$ cat config.mk
export PLATFORM = sky130hd
export DESIGN_NAME = imem_boot_loader
export DESIGN_NICKNAME = d
export VERILOG_FILES = /design/src/rtl/loader_pkg.sv /design/src/rtl/loader_timeout.sv /design/src/rtl/imem_boot_loader.sv
export SDC_FILE = /design/constraint.sdc
export NUM_CORES = 1
export LEC_CHECK = 0
export CAP_MARGIN = 0
export CORE_MARGIN = 4
export CORE_UTILIZATION = 60
export CTS_CLUSTER_DIAMETER = 40
export CTS_CLUSTER_SIZE = 24
export DETAILED_ROUTE_END_ITERATION = 8
export GPL_ROUTABILITY_DRIVEN = 0
export GPL_TIMING_DRIVEN = 0
export PLACE_DENSITY = 0.83
export SETUP_SLACK_MARGIN = 0.05
export SLEW_MARGIN = 20
export SYNTH_ARGS = -nofsm -noshare
export SYNTH_HDL_FRONTEND = slang
export SYNTH_HIERARCHICAL = 1
export SYNTH_SLANG_ARGS = --single-unit
$ cat constraint.sdc
create_clock -name clk -period 4.9 [get_ports clk]
set_input_delay 1.47 -clock clk [delete_from_list [all_inputs] [get_ports clk]]
set_output_delay 1.47 -clock clk [all_outputs]
set_load 0.1 [all_outputs]
$ cat src/rtl/loader_pkg.sv
// Shared types for the instruction-memory boot loader.
// FSM state encoding and error codes.
package loader_pkg;

  typedef enum logic [2:0] {
    LEN_LO,
    LEN_HI,
    WORD,
    CHECK,
    DONE,
    ERROR
  } state_e;

  localparam logic [1:0] ERR_NONE    = 2'd0;
  localparam logic [1:0] ERR_LEN     = 2'd1;
  localparam logic [1:0] ERR_CSUM    = 2'd2;
  localparam logic [1:0] ERR_TIMEOUT = 2'd3;

endpackage

$ cat src/rtl/loader_timeout.sv
// Saturating idle counter for the boot loader.
// expired fires on the cycle the count would reach LIMIT.
module loader_timeout #(
  parameter int LIMIT = 100000
) (
  input  logic clk,
  input  logic reset,
  input  logic clr,
  input  logic en,
  output logic expired
);

  localparam int W = $clog2(LIMIT + 1);
  localparam logic [W-1:0] LIM    = W'(LIMIT);
  localparam logic [W-1:0] LIM_M1 = W'(LIMIT - 1);

  logic [W-1:0] r_cnt;

  always_ff @(posedge clk) begin
    if (reset || clr) begin
      r_cnt <= '0;
    end else if (en && (r_cnt != LIM)) begin
      r_cnt <= r_cnt + W'(1);
    end
  end

  assign expired = en && (r_cnt >= LIM_M1);

endmodule

$ cat src/rtl/imem_boot_loader.sv
// Loads a checksummed program image from a byte stream into IMEM
// and holds the core in reset until the image is verified.
module imem_boot_loader
  import loader_pkg::*;
#(
  parameter int IMEM_DEPTH     = 256,
  parameter int ADDR_W         = 8,
  parameter int TIMEOUT_CYCLES = 100000
) (
  input  logic              clk,
  input  logic              reset,
  input  logic [7:0]        in_data,
  input  logic              in_valid,
  output logic              in_ready,
  output logic              imem_we,
  output logic [ADDR_W-1:0] imem_addr,
  output logic [31:0]       imem_wdata,
  output logic              core_reset,
  output logic              load_done,
  output logic              load_error,
  output logic [1:0]        err_code
);

  state_e r_state;
  state_e w_next;

  logic [15:0]     r_len;
  logic [7:0]      r_csum;
  logic [1:0]      r_byte_idx;
  logic [ADDR_W:0] r_word_idx;
  logic [23:0]     r_asm;

  logic              r_in_ready;
  logic              r_we;
  logic [ADDR_W-1:0] r_addr;
  logic [31:0]       r_wdata;
  logic              r_core_rst;
  logic              r_done;
  logic              r_err;
  logic [1:0]        r_err_code;

  logic        w_fire;
  logic [15:0] w_len;
  logic        w_len_bad;
  logic        w_word_end;
  logic        w_last;
  logic        w_tmo_en;
  logic        w_expired;
  logic        w_csum_ok;
  logic        w_we_nxt;
  logic        w_done_nxt;
  logic        w_err_nxt;
  logic        w_core_rst_nxt;
  logic [1:0]  w_code_nxt;

  assign w_fire     = in_valid && r_in_ready;
  assign w_len      = {in_data, r_len[7:0]};
  assign w_len_bad  = (w_len == 16'd0) ||
                      ({1'b0, w_len} > 17'(IMEM_DEPTH));
  assign w_word_end = (r_state == WORD) && w_fire &&
                      (r_byte_idx == 2'd3);
  assign w_last     = (16'(r_word_idx) == (r_len - 16'd1));
  assign w_csum_ok  = (in_data == r_csum);
  assign w_tmo_en   = (r_state == LEN_HI) ||
                      (r_state == WORD) ||
                      (r_state == CHECK);

  loader_timeout #(
    .LIMIT (TIMEOUT_CYCLES)
  ) u_tmo (
    .clk     (clk),
    .reset   (reset),
    .clr     (w_fire),
    .en      (w_tmo_en),
    .expired (w_expired)
  );

  always_ff @(posedge clk) begin
    if (reset) begin
      r_state <= LEN_LO;
    end else begin
      r_state <= w_next;
    end
  end

  // A consumed byte always takes priority over an expiring timer.
  always_comb begin
    w_next = r_state;
    unique case (r_state)
      LEN_LO: begin
        if (w_fire) w_next = LEN_HI;
      end
      LEN_HI: begin
        if (w_fire) w_next = w_len_bad ? ERROR : WORD;
        else if (w_expired) w_next = ERROR;
      end
      WORD: begin
        if (w_fire) begin
          if (w_word_end && w_last) w_next = CHECK;
        end else if (w_expired) begin
          w_next = ERROR;
        end
      end
      CHECK: begin
        if (w_fire) w_next = w_csum_ok ? DONE : ERROR;
        else if (w_expired) w_next = ERROR;
      end
      DONE:    w_next = DONE;
      ERROR:   w_next = ERROR;
      default: w_next = LEN_LO;
    endcase
  end

  always_comb begin
    w_we_nxt       = w_word_end;
    w_done_nxt     = (w_next == DONE);
    w_err_nxt      = (w_next == ERROR);
    w_core_rst_nxt = (w_next != DONE);
    w_code_nxt     = r_err_code;
    if ((w_next == ERROR) && (r_state != ERROR)) begin
      unique case (1'b1)
        (r_state == LEN_HI) && w_fire: w_code_nxt = ERR_LEN;
        (r_state == CHECK) && w_fire:  w_code_nxt = ERR_CSUM;
        default:                       w_code_nxt = ERR_TIMEOUT;
      endcase
    end
  end

  always_ff @(posedge clk) begin
    if (reset) begin
      r_len      <= '0;
      r_csum     <= '0;
      r_byte_idx <= '0;
      r_word_idx <= '0;
      r_asm      <= '0;
    end else if (w_fire) begin
      unique case (r_state)
        LEN_LO: begin
          r_len[7:0] <= in_data;
          r_csum     <= r_csum ^ in_data;
        end
        LEN_HI: begin
          r_len[15:8] <= in_data;
          r_csum      <= r_csum ^ in_data;
          r_byte_idx  <= '0;
          r_word_idx  <= '0;
        end
        WORD: begin
          r_csum     <= r_csum ^ in_data;
          r_byte_idx <= r_byte_idx + 2'd1;
          unique case (r_byte_idx)
            2'd0: r_asm[7:0]   <= in_data;
            2'd1: r_asm[15:8]  <= in_data;
            2'd2: r_asm[23:16] <= in_data;
            default: r_word_idx <= r_word_idx + (ADDR_W+1)'(1);
          endcase
        end
        default: ;
      endcase
    end
  end

  always_ff @(posedge clk) begin
    if (reset) begin
      r_in_ready <= 1'b1;
      r_we       <= 1'b0;
      r_addr     <= '0;
      r_wdata    <= '0;
      r_core_rst <= 1'b1;
      r_done     <= 1'b0;
      r_err      <= 1'b0;
      r_err_code <= ERR_NONE;
    end else begin
      r_in_ready <= 1'b1;
      r_we       <= w_we_nxt;
      r_core_rst <= w_core_rst_nxt;
      r_done     <= w_done_nxt;
      r_err      <= w_err_nxt;
      r_err_code <= w_code_nxt;
      if (w_word_end) begin
        r_addr  <= r_word_idx[ADDR_W-1:0];
        r_wdata <= {in_data, r_asm};
      end
    end
  end

  assign in_ready   = r_in_ready;
  assign imem_we    = r_we;
  assign imem_addr  = r_addr;
  assign imem_wdata = r_wdata;
  assign core_reset = r_core_rst;
  assign load_done  = r_done;
  assign load_error = r_err;
  assign err_code   = r_err_code;

endmodule

# Yosys cells after proc, flatten, opt, wreduce, memory -nomap -nowiden
# Index checks and enable logic that the tools add are counted.
totals:
  register_bits: 125
  elab_cells: 79
  in_bits: 11
classes:
  order_cmp: 2
  bitwise: 1
  n_reduce_logical: 26
  eq_ne: 16
  add_sub_neg: 4
  muxes: 13
op_table:
  columns: ["operator", "n"]
  rows:
  - ["$mux 3", 7]
  - ["$pmux 3 s6", 1]
  - ["$pmux 9 s2", 1]
  - ["$add 17x1->17 const B", 1]
  - ["$ge 17x17->1 const B", 1]
  - ["$ne 17x17->1 const B", 1]
  - ["$eq 9x16->1", 1]
  - ["$gt 16x9->1 const B", 1]
  - ["$logic_not 16->1", 1]
  - ["$sub 16x1->16 const B", 1]
  - ["$eq 3x3->1 const B", 4]
  - ["$reduce_and 3->1", 4]
  - ["$add 9x1->9 const B", 1]
  - ["$mux 9", 1]
  - ["$eq 8x8->1", 1]
  - ["$logic_and 1x1->1", 8]
  - ["$pmux 2 s2", 2]
  - ["$reduce_and 2->1", 4]
  - ["$xor 8x8->8", 1]
  - ["$eq 3x2->1 const B", 2]
  - ["$ne 3x3->1 const B", 2]
  - ["$reduce_or 3->1", 2]
  - ["$eq 2x2->1 const B", 2]
  - ["$logic_or 1x1->1", 4]
  - ["8 further kinds", 8]

# Logic depth before layout (Yosys ltp)
# Gate-level depths: netlist (run 1).
depth:
  depth_word: 9
  depth_mapped: 12

# By module
# The synthesis (run 1) kept the hierarchy.
modules_own_cells:
  columns: ["mod", "cells_per_inst", "seq_area_each_um2", "area_each_um2", "n_inst"]
  rows:
  - ["imem_boot_loader", 587, 2162.1, 4618.2, 1]
  - ["loader_timeout", 115, 340.3, 959.7, 1]

# Worst setup path after synthesis (run 1)
# OpenSTA, ideal clock, no wires.
synth_path:
  path_type: "in2reg"
  startpoint: "in in_data[0]"
  endpoint: "reg r_err_code[0] (netlist: err_code[0])"
  path_slack_ns: 2.079
  required_ns: 4.781
  stages: 7
  arrival_time_ns: 2.702
  cell_sequence: "clkbuf_1 -> xor2_1 -> nor4_1 -> a41oi_1 -> o21bai_1 -> a21oi_1 -> o221a_1"
synth_via:
  elab_chain_cells: 7
synth_lines:
  columns: ["item", "line", "rtl"]
  rows:
  - ["start, declared", "imem_boot_loader.sv:12", "input logic [7:0] in_data,"]
  - ["$gt 16x9->1 or $logic_not 16->1 (tied branches)", "imem_boot_loader.sv:59, imem_boot_loader.sv:58", null]
  - ["$logic_or 1x1->1", "imem_boot_loader.sv:58", "assign w_len_bad = (w_len == 16'd0) ||"]
  - ["$mux 3 (2 in series)", "imem_boot_loader.sv:94", "if (w_fire) w_next = w_len_bad ? ERROR : WORD;"]
  - ["$pmux 3 s6 *", "imem_boot_loader.sv:89", "unique case (r_state)"]
  - ["$eq 3x3->1 *", "imem_boot_loader.sv:120", "if ((w_next == ERROR) && (r_state != ERROR)) begin"]
  - ["$logic_and 1x1->1 *", "imem_boot_loader.sv:120", null]
  - ["end signal, assigned", "imem_boot_loader.sv:179", "r_err_code <= w_code_nxt;"]
  - ["end, declared", "imem_boot_loader.sv:40", "logic [1:0] r_err_code;"]
# Mark *: on every way between the ends. The rest lies on a longest branch, timed or not.
# A chain may end at the register's enable or synchronous reset.

# Final worst setup path (run 1)
layout_path:
  startpoint: "reg r_wdata[18] (netlist: imem_wdata[18])"
  endpoint: "out imem_wdata[18]"
layout_lines:
  columns: ["item", "line", "rtl"]
  rows:
  - ["start, declared", "imem_boot_loader.sv:36", "logic [31:0] r_wdata;"]
  - ["start signal, assigned", "imem_boot_loader.sv:182", "r_wdata <= {in_data, r_asm};"]
  - ["end, declared", "imem_boot_loader.sv:17", "output logic [31:0] imem_wdata,"]
# No word-level cell between the ends.

==> impl_metrics.toml, run 1 <==
[run_status]
outcome = "complete, no violations"

[placed_design]
portBuffers = 48
place_hpwl_mm = 9.841
place_inst = 858
pre_cts_slack_ns = 1.146
placed_area_um2 = 6193

[drt]
wl_per_cell_um = 16.46
met1Wirelength_mm = 6.029
first_pass_iters = 7
wl_met3_mm = 1.066
post-route-drc-count = 0
antenna_left = 0
wirelength_mm = 14.65
top_layer_used = "met4"
first_iter_violations = 331
wl_met2_mm = 7.159
drt-vias-per-instance = 5.946
vias = 5292

[yosys]
seq_area_frac_synth_pct = 44.86
syn-cell-area_um2 = 5578
synth.net_count = 722
netlist.area_leader.share_pct = 44.86
ys_seq_elements = 125
synth_edf_count = 0
synthArstFlopShare_pct = 0
yosysWarnings = 6
synth_flop_cell = "dfxtp_1"
synth_area_leaders = "dfxtp_1 (45%), nand2_1 (12%), a21oi_1 (9.0%), xor2_1 (3.9%), nand3_1 (3.5%)"
yosys.area.top_type = "dfxtp_1"
synthDistinctLibCells = 60
syn_avg_cell_area_um2 = 7.946
postSynthCellCount = 702

[critical_path]
critPathMaxStageDelay_ns = 1.15
arrival_ns = 2.05
cp_max_fo = 2
worstPathCellList = "clkdlybuf4s50_1"
path_class = "flip-flop to output port"
r2r_slack_ns = 2.19
critical-path-top-delay-family = "buffers and inverters"
cp_num_buf_inv = 1
worstPathRequired_ns = 3.43
cp_slowest_cell = "clkdlybuf4s50_1"
cp-end-kind = "output port"
start_kind = "flip-flop"

[floorplanning]
core_area_um2 = 8891
io_pins = 58
die_x_um = 104.4
die_h_um = 104.4
row_count = 34
dieArea_um2 = 10900
start_util_pct = 62.74

[clocking]
cts_tree = "built"
cts_buffer_depth = 2
htree_levels = 4
clock-root-buffer = "clkbuf_8"
clk-insertion-delay-late_ns = 0.53
clock_sinks = 125
cts_hold_buf = 0
path_clk_slew_ns = 0.07
post_cts_resized = 0
post-cts-setup-buffer-count = 0
cts_buffers = 17

[power_and_ir_drop]
power_density_nw_per_um2 = 363.5
max-vdd-ir-drop_v = 0.0003384
p_leak_nw = 2.285

[global_route]
grt_pass1_vias = 5168
grt_overflow_total = 0
grt_first_pass_wirelength_mm = 24.55
grt_start_max_net_pins = 17
antenna_found_initial = 0
grt_usage_pct = 27.74

[sta]
relSlewSlack_pct = 34.36
worst_clock_skew_ns = 0.01166
setup_viol = 0
slew_violations = 0
max_freq_mhz = 284.4
finalHoldViolCount = 0
tightest_slew_ns = 0.9815
setup_ws_ns = 1.384
period_minus_slack_ns = 3.516
finalSetupTns_ns = 0
period_share_pct = 71.76
rsz0062_at_grt = "no"

[worst_hold_path]
hold_class = "flip-flop to flip-flop"

[cells_and_area]
syn_to_final_growth_pct = 21.15
fin_nets = 789
layout_commonest_cell = "nand2_1"
diodes = 0
fin_cells = 890
drive_gt1_share_pct = 6.522
final_area_um2 = 6758
final_cell_mix = "nand2_1 (172), dfxtp_1 (125), a21oi_1 (100)"

[run]
maxCapViolCount = 0
cells in the mapped netlist, types with 2 or more instances:
cell type,instances
nand3b_1,3
or3_1,10
o21ai_0,9
or2_2,2
nor3_1,11
or4_1,3
or3b_2,2
and3_1,3
ha_1,9
mux2i_1,5
a41oi_1,2
nand2b_1,6
nand4_1,8
xor2_1,25
o21bai_1,3
o41ai_1,2
and2_1,2
nand4b_1,2
dfxtp_1,125
a31oi_1,5
a21oi_1,100
xnor2_1,15
or4_4,2
buf_2,2
clkbuf_1,46
a41o_1,2
nand2_1,172
nor2_1,37
nor3b_1,2
a2111oi_0,2
nor4_1,8
inv_1,11
nand3_1,39
power by group:
group	internal (mW)	switching [mW]	total [mW]
combinational	0.0709	0.136	0.207
clock	0.692	0.504	1.20
sequential	1.03	0.0192	1.05
cell type report:
class                      count  area, um2
multi-input combinational    516       2840
inverter                      11      41.29
clock buffer                  18      417.9
sequential                   125       2502
fill                         631       2133
clock inverter                14      146.4
timing repair buffer          48      480.5
buffer                        50      193.9
tap                          108      135.1
cells by family after synthesis:
logic type      share of synthesized area, %
compound gates                         14.24
simple gates                           27.41
buf+inv                                4.217
xor+xnor                               6.281
mux                                   0.8973
fa+ha+maj                              2.019
other cells                          0.06723
flops                                  44.86
through the flow:
step / total power [mW] / util (%) / hold slack [ns]
2_1_floorplan: 1.229 / - / 0.4322
3_3_place_gp: 1.270 / 69.66 / 0.4402
3_5_place_dp: 1.278 / 69.66 / 0.4468
4_1_cts: 2.459 / 76.01 / 0.4567
5_1_grt: 2.537 / 76.01 / 0.4689
6_report: 2.457 / 76.01 / 0.4551
worst register-to-register path: stages (launching register included):
cell and delay, ns:
dfxtp_1 0.36, or4_4 0.59, nor3_2 0.21, a32oi_1 0.08, a21oi_1 0.31, nand2b_1 0.13
a21bo_2 0.24, or2_2 0.27, a21oi_1 0.27, a21boi_1 0.19
flip-flops by register name (all words and copies together), names as in the netlist:
name	cells
core_reset	1
err_code	2
imem_addr	8
imem_wdata	32
imem_we	1
load_done	1
load_error	1
r_asm	24
r_byte_idx	2
r_csum	8
r_len	16
r_state	3
r_word_idx	9
u_tmo/r_cnt	17
final timing paths:
check | from | to | cells after the start
max | imem_wdata[18]$_SDFFE_PP0P_ | imem_wdata[18] | 1
min | r_asm[23]$_SDFFE_PP0P_ | imem_wdata[23]$_SDFFE_PP0P_ | 2
max reg2reg | u_tmo/r_cnt[11]$_SDFFE_PP0P_ | load_error$_SDFF_PP0_ | 9
min reg2reg | r_asm[23]$_SDFFE_PP0P_ | imem_wdata[23]$_SDFFE_PP0P_ | 2
per-layer routing:
layer | vias to the layer above | track usage, %
li1 | 2527 | -
met1 | 2479 | 33.31
met4 | 0 | 10.64
met2 | 241 | 46.45
met5 | - | 0
met3 | 45 | 8.504
(Power assumes the default switching activity.)
==> run 2, diff against run 1 <==
- CORE_UTILIZATION: 60 -> 51
- PLACE_DENSITY: 0.83 -> 0.75
- clock period: 4.9 -> 2.9 ns (I/O delays scaled with it)
==> run 2 against run 1 <==
Effect of this change: via count down 2.4%; sequential share of layout area decreased by 0.15 points; critical path type unchanged; worst setup slack lost 1.3 ns; design area up 0.41%; total power rose by 74%; die area rose by 16%; clock power grew 79%; non-clock buffer count decreased by 1; core utilization down 11 points; first-iteration DRC count fell by 6.0%; worst hold slack lost 0.0046 ns; count of clock-buffer cells in the layout grew 1.
==> impl_metrics.toml, run 2 (synthesized netlist as in run 1, its figures left out) <==
[power_and_ir_drop]
max-vdd-ir-drop_v = 0.0004126
power_density_nw_per_um2 = 630.3
total_power_mw = 4.277
p_leak_nw = 2.546

[global_route]
grt_pass1_vias = 5055
grt_first_pass_wirelength_mm = 24.03
antenna_found_initial = 0
grt_start_max_net_pins = 17
grt_overflow_total = 0
grt_usage_pct = 23.09

[placed_design]
portBuffers = 48
place_hpwl_mm = 9.921
pre_cts_slack_ns = -0.2945

[floorplanning]
core_area_um2 = 10510
row_count = 37
die_x_um = 112.6
die_h_um = 112.6
dieArea_um2 = 12670
io_pins = 58
start_util_pct = 53.08

[critical_path]
cp_max_fo = 1
startpoint = "load_error$_SDFF_PP0_"
path_class = "flip-flop to output port"
arrival_ns = 1.95
cp-end-kind = "output port"
r2r_start = "r_state[1]$_SDFF_PP0_"
worstPathRequired_ns = 2.03
critPathMaxStageDelay_ns = 1.12
cp_slowest_cell = "clkdlybuf4s50_1"
cp_num_buf_inv = 1
start_kind = "flip-flop"
critical-path-top-delay-family = "buffers and inverters"
worstPathCellList = "clkdlybuf4s50_1"

[cells_and_area]
fin_nets = 788
layout_commonest_cell = "nand2_1"
utilization_pct = 64.57
diodes = 0
fill_cells = 878
seqCellArea_um2 = 2502
final_cell_mix = "nand2_1 (172), dfxtp_1 (125), a21oi_1 (100)"
largest_register_ffs = 32
syn_to_final_growth_pct = 21.65
multi_input_area_um2 = 2840
drive_gt1_share_pct = 6.786

[clocking]
clock-root-buffer = "clkbuf_8"
cts_hold_buf = 0
path_clk_slew_ns = 0.06
htree_levels = 4
post-cts-setup-buffer-count = 0
clock_sinks = 125
cts_buffers = 17
cts_buffer_depth = 2
cts_tree = "built"
clk-insertion-delay-late_ns = 0.52

[drt]
wirelength_mm = 14.34
first_pass_iters = 5
first_iter_violations = 311
drt-vias-per-instance = 5.632
antenna_left = 0
post-route-drc-count = 0
wl_per_cell_um = 15.63
vias = 5165

[sta]
relSlewSlack_pct = 34.61
rsz0062_at_grt = "no"
period_minus_slack_ns = 2.819
tightest_slew_ns = 0.9847
setup_viol = 0
slew_violations = 0
period_share_pct = 97.21
finalHoldViolCount = 0
setup_ws_ns = 0.08081
max_freq_mhz = 354.7
worst_clock_skew_ns = 0.007358

[worst_hold_path]
hold_class = "flip-flop to flip-flop"
hp-start = "imem_wdata[6]$_SDFFE_PP0P_"

[run]
maxCapViolCount = 0

[run_status]
outcome = "complete, no violations"
-- run 2: cell types whose count changed in the layout (fill, tap and decap cells not counted), moves of 2 or more --
cell	change
clkinv_2	+3
clkbuf_1	-3
bufinv_16	+2
inv_6	-4
dlymetal6s2s_1	+3
clkdlybuf4s50_1	-45
clkbuf_8	+2
inv_8	-2
dlygate4sd2_1	+42
-- run 2: final cells by class --
class / instances / share of cell area, %
Buffer: 49 / 2.821
Clock buffer: 19 / 6.509
Clock inverter: 13 / 2.397
Inverter: 11 / 0.6085
Multi-Input combinational cell: 516 / 41.86
Sequential cell: 125 / 36.88
Tap cell: 136 / 2.508
Timing Repair Buffer: 48 / 6.417
-- run 2: worst paths after layout --
check                           cells after the start                         end  slack (ns)
worst max-delay path                                1                  load_error        0.08
worst min-delay path                                2  imem_wdata[6]$_SDFFE_PP0P_        0.45
worst max register to register                      7        load_done$_SDFF_PP0_        0.22
worst min register to register                      2  imem_wdata[6]$_SDFFE_PP0P_        0.45
-- run 2: metal layers --
metal | up-vias | track usage [%] | part of all wire (%)
met2 | 191 | 39.18 | 49
met5 | - | 0 | 0
met1 | 2421 | 28.78 | 43
met4 | 0 | 8.013 | 1.8
li1 | 2525 | - | -
met3 | 28 | 5.337 | 5.7
-- run 2: power by group --
part / total [mW] / switching [mW] / internal (mW)
Clock: 2.15 / 0.789 / 1.36
Sequential: 1.78 / 0.0325 / 1.75
Combinational: 0.347 / 0.229 / 0.118
-- run 2: timing repair --
| action | 4_1_cts | 5_1_grt |
|---|---|---|
| setup endpoints to repair | 42 | 14 |
| gates resized for setup | 42 | 5 |
| hold endpoints to repair | 0 | 0 |
-- run 2: per-stage QoR --
stage / instance area [um2] / hold WS (ns) / setup TNS, ns / std cells
finish: 6785 / 0.4505 / 0 / 917
global route: 6785 / 0.4744 / 0 / 917
CTS: 6780 / 0.4517 / 0 / 918
detailed placement: 6228 / 0.4457 / -7.294 / 886
global placement: 6228 / 0.4426 / -5.324 / 886
floorplan: 5578 / 0.4322 / 0 / 702
==> run 3, diff against run 2 <==
- CORE_MARGIN: 4 -> not set
==> run 3 against run 2 <==
Effect of this change: die area down 10%; non-clock buffer count unchanged; design area shrank 0.22%; clock power about the same; sequential share of layout area rose by 0.082 points.
==> impl_metrics.toml, run 3 (synthesized netlist as in run 1, its figures left out) <==
[floorplanning]
row_count = 37
die_h_um = 106.6
dieArea_um2 = 11360
core_area_um2 = 10460
die_x_um = 106.6
io_pins = 58
start_util_pct = 53.31

[placed_design]
portBuffers = 48
pre_cts_slack_ns = -0.3392
place_hpwl_mm = 9.595
placed_area_um2 = 6228

[sta]
finalSetupTns_ns = 0
rsz0062_at_grt = "no"
setup_ws_ns = 0.2417
period_share_pct = 91.67
tightest_slew_ns = 0.9679
max_freq_mhz = 376.2
hold_ws_ns = 0.4513
setup_viol = 0
slew_violations = 0
period_minus_slack_ns = 2.658
relSlewSlack_pct = 34.98
worst_clock_skew_ns = 0.006795
finalHoldViolCount = 0

[critical_path]
arrival_ns = 3.13
cp_max_fo = 4
path_class = "flip-flop to flip-flop"
start_kind = "flip-flop"
worstPathRequired_ns = 3.37
cp-end-kind = "flip-flop"

[drt]
wl_per_cell_um = 15.28
first_iter_violations = 334
wirelength_mm = 14.00
first_pass_iters = 5
post-route-drc-count = 0
drt-vias-per-instance = 5.586
antenna_left = 0
vias = 5117

[global_route]
grt_overflow_total = 0
grt_start_max_net_pins = 17
grt_usage_pct = 25.64
grt_pass1_vias = 4877
grt_first_pass_wirelength_mm = 22.93
antenna_found_initial = 0

[run_status]
outcome = "complete, no violations"

[clocking]
clock-root-buffer = "clkbuf_8"
post_cts_resized = 43
cts_hold_buf = 0
post-cts-setup-buffer-count = 0
cts_tree = "built"
path_clk_slew_ns = 0.06
clk-insertion-delay-late_ns = 0.54
clock_sinks = 125
cts_buffers = 17
cts_buffer_depth = 2
htree_levels = 4

[cells_and_area]
final_cell_mix = "nand2_1 (172), dfxtp_1 (125), a21oi_1 (100)"
diodes = 0
largest_register_ffs = 32
syn_to_final_growth_pct = 21.38
final_area_um2 = 6770
utilization_pct = 64.71
layout_commonest_cell = "nand2_1"
drive_gt1_share_pct = 6.410
fin_nets = 788

[worst_hold_path]
hold_class = "flip-flop to flip-flop"

[power_and_ir_drop]
max-vdd-ir-drop_v = 0.0004121
power_density_nw_per_um2 = 627.5
p_leak_nw = 2.545

[run]
maxCapViolCount = 0
run 3: metrics by stage:
step,total power [mW],instances
floorplan,2.076,702
global placement,2.148,886
detailed placement,2.159,886
CTS,4.262,917
global route,4.370,916
finish,4.249,916
run 3: worst max-delay path: stages, from the launching register on:
cell and delay, ns:
dfxtp_1 0.35, or4_4 0.59, nor3_2 0.23, a32oi_1 0.08, a21oi_1 0.28, nand2b_1 0.12, a21bo_2 0.23, or2_2 0.27
a21oi_1 0.26, and3_1 0.20
run 3: layout make-up:
cell class | instances | area [um2]
plain buffers | 49 | 192.7
clock buffers | 22 | 452.9
clock inverters | 9 | 136.4
fillers | 951 | 3692
inverters | 11 | 41.29
multi-input cells | 516 | 2840
flip-flops and latches | 125 | 2502
well taps | 136 | 170.2
repair buffers | 48 | 434.2
run 3: metal layers:
metal / routed length, um / vias up / GRT usage, % / share of wire (%)
met5: 0 / - / 0 / 0
met4: 297 / 0 / 10.18 / 2.1
met3: 731 / 30 / 6.383 / 5.2
met2: 6734 / 143 / 43.04 / 48
met1: 6233 / 2422 / 31.48 / 45
li1: - / 2522 / - / -
run 3: path summary, 6_finish.rpt:
kind / cells past startpoint / slack, ns / to / startpoint
setup / recovery: 9 / 0.24 / load_done$_SDFF_PP0_ / u_tmo/r_cnt[11]$_SDFFE_PP0P_
hold / removal: 2 / 0.45 / imem_wdata[22]$_SDFFE_PP0P_ / imem_wdata[22]$_SDFFE_PP0P_
setup reg to reg: 9 / 0.24 / load_done$_SDFF_PP0_ / u_tmo/r_cnt[11]$_SDFFE_PP0P_
hold reg to reg: 2 / 0.45 / imem_wdata[22]$_SDFFE_PP0P_ / imem_wdata[22]$_SDFFE_PP0P_
run 3: power breakdown:
group          internal, mW  total (mW)  switching [mW]
clock network          1.35        2.12           0.769
logic                 0.118       0.345           0.227
registers              1.75        1.78          0.0321
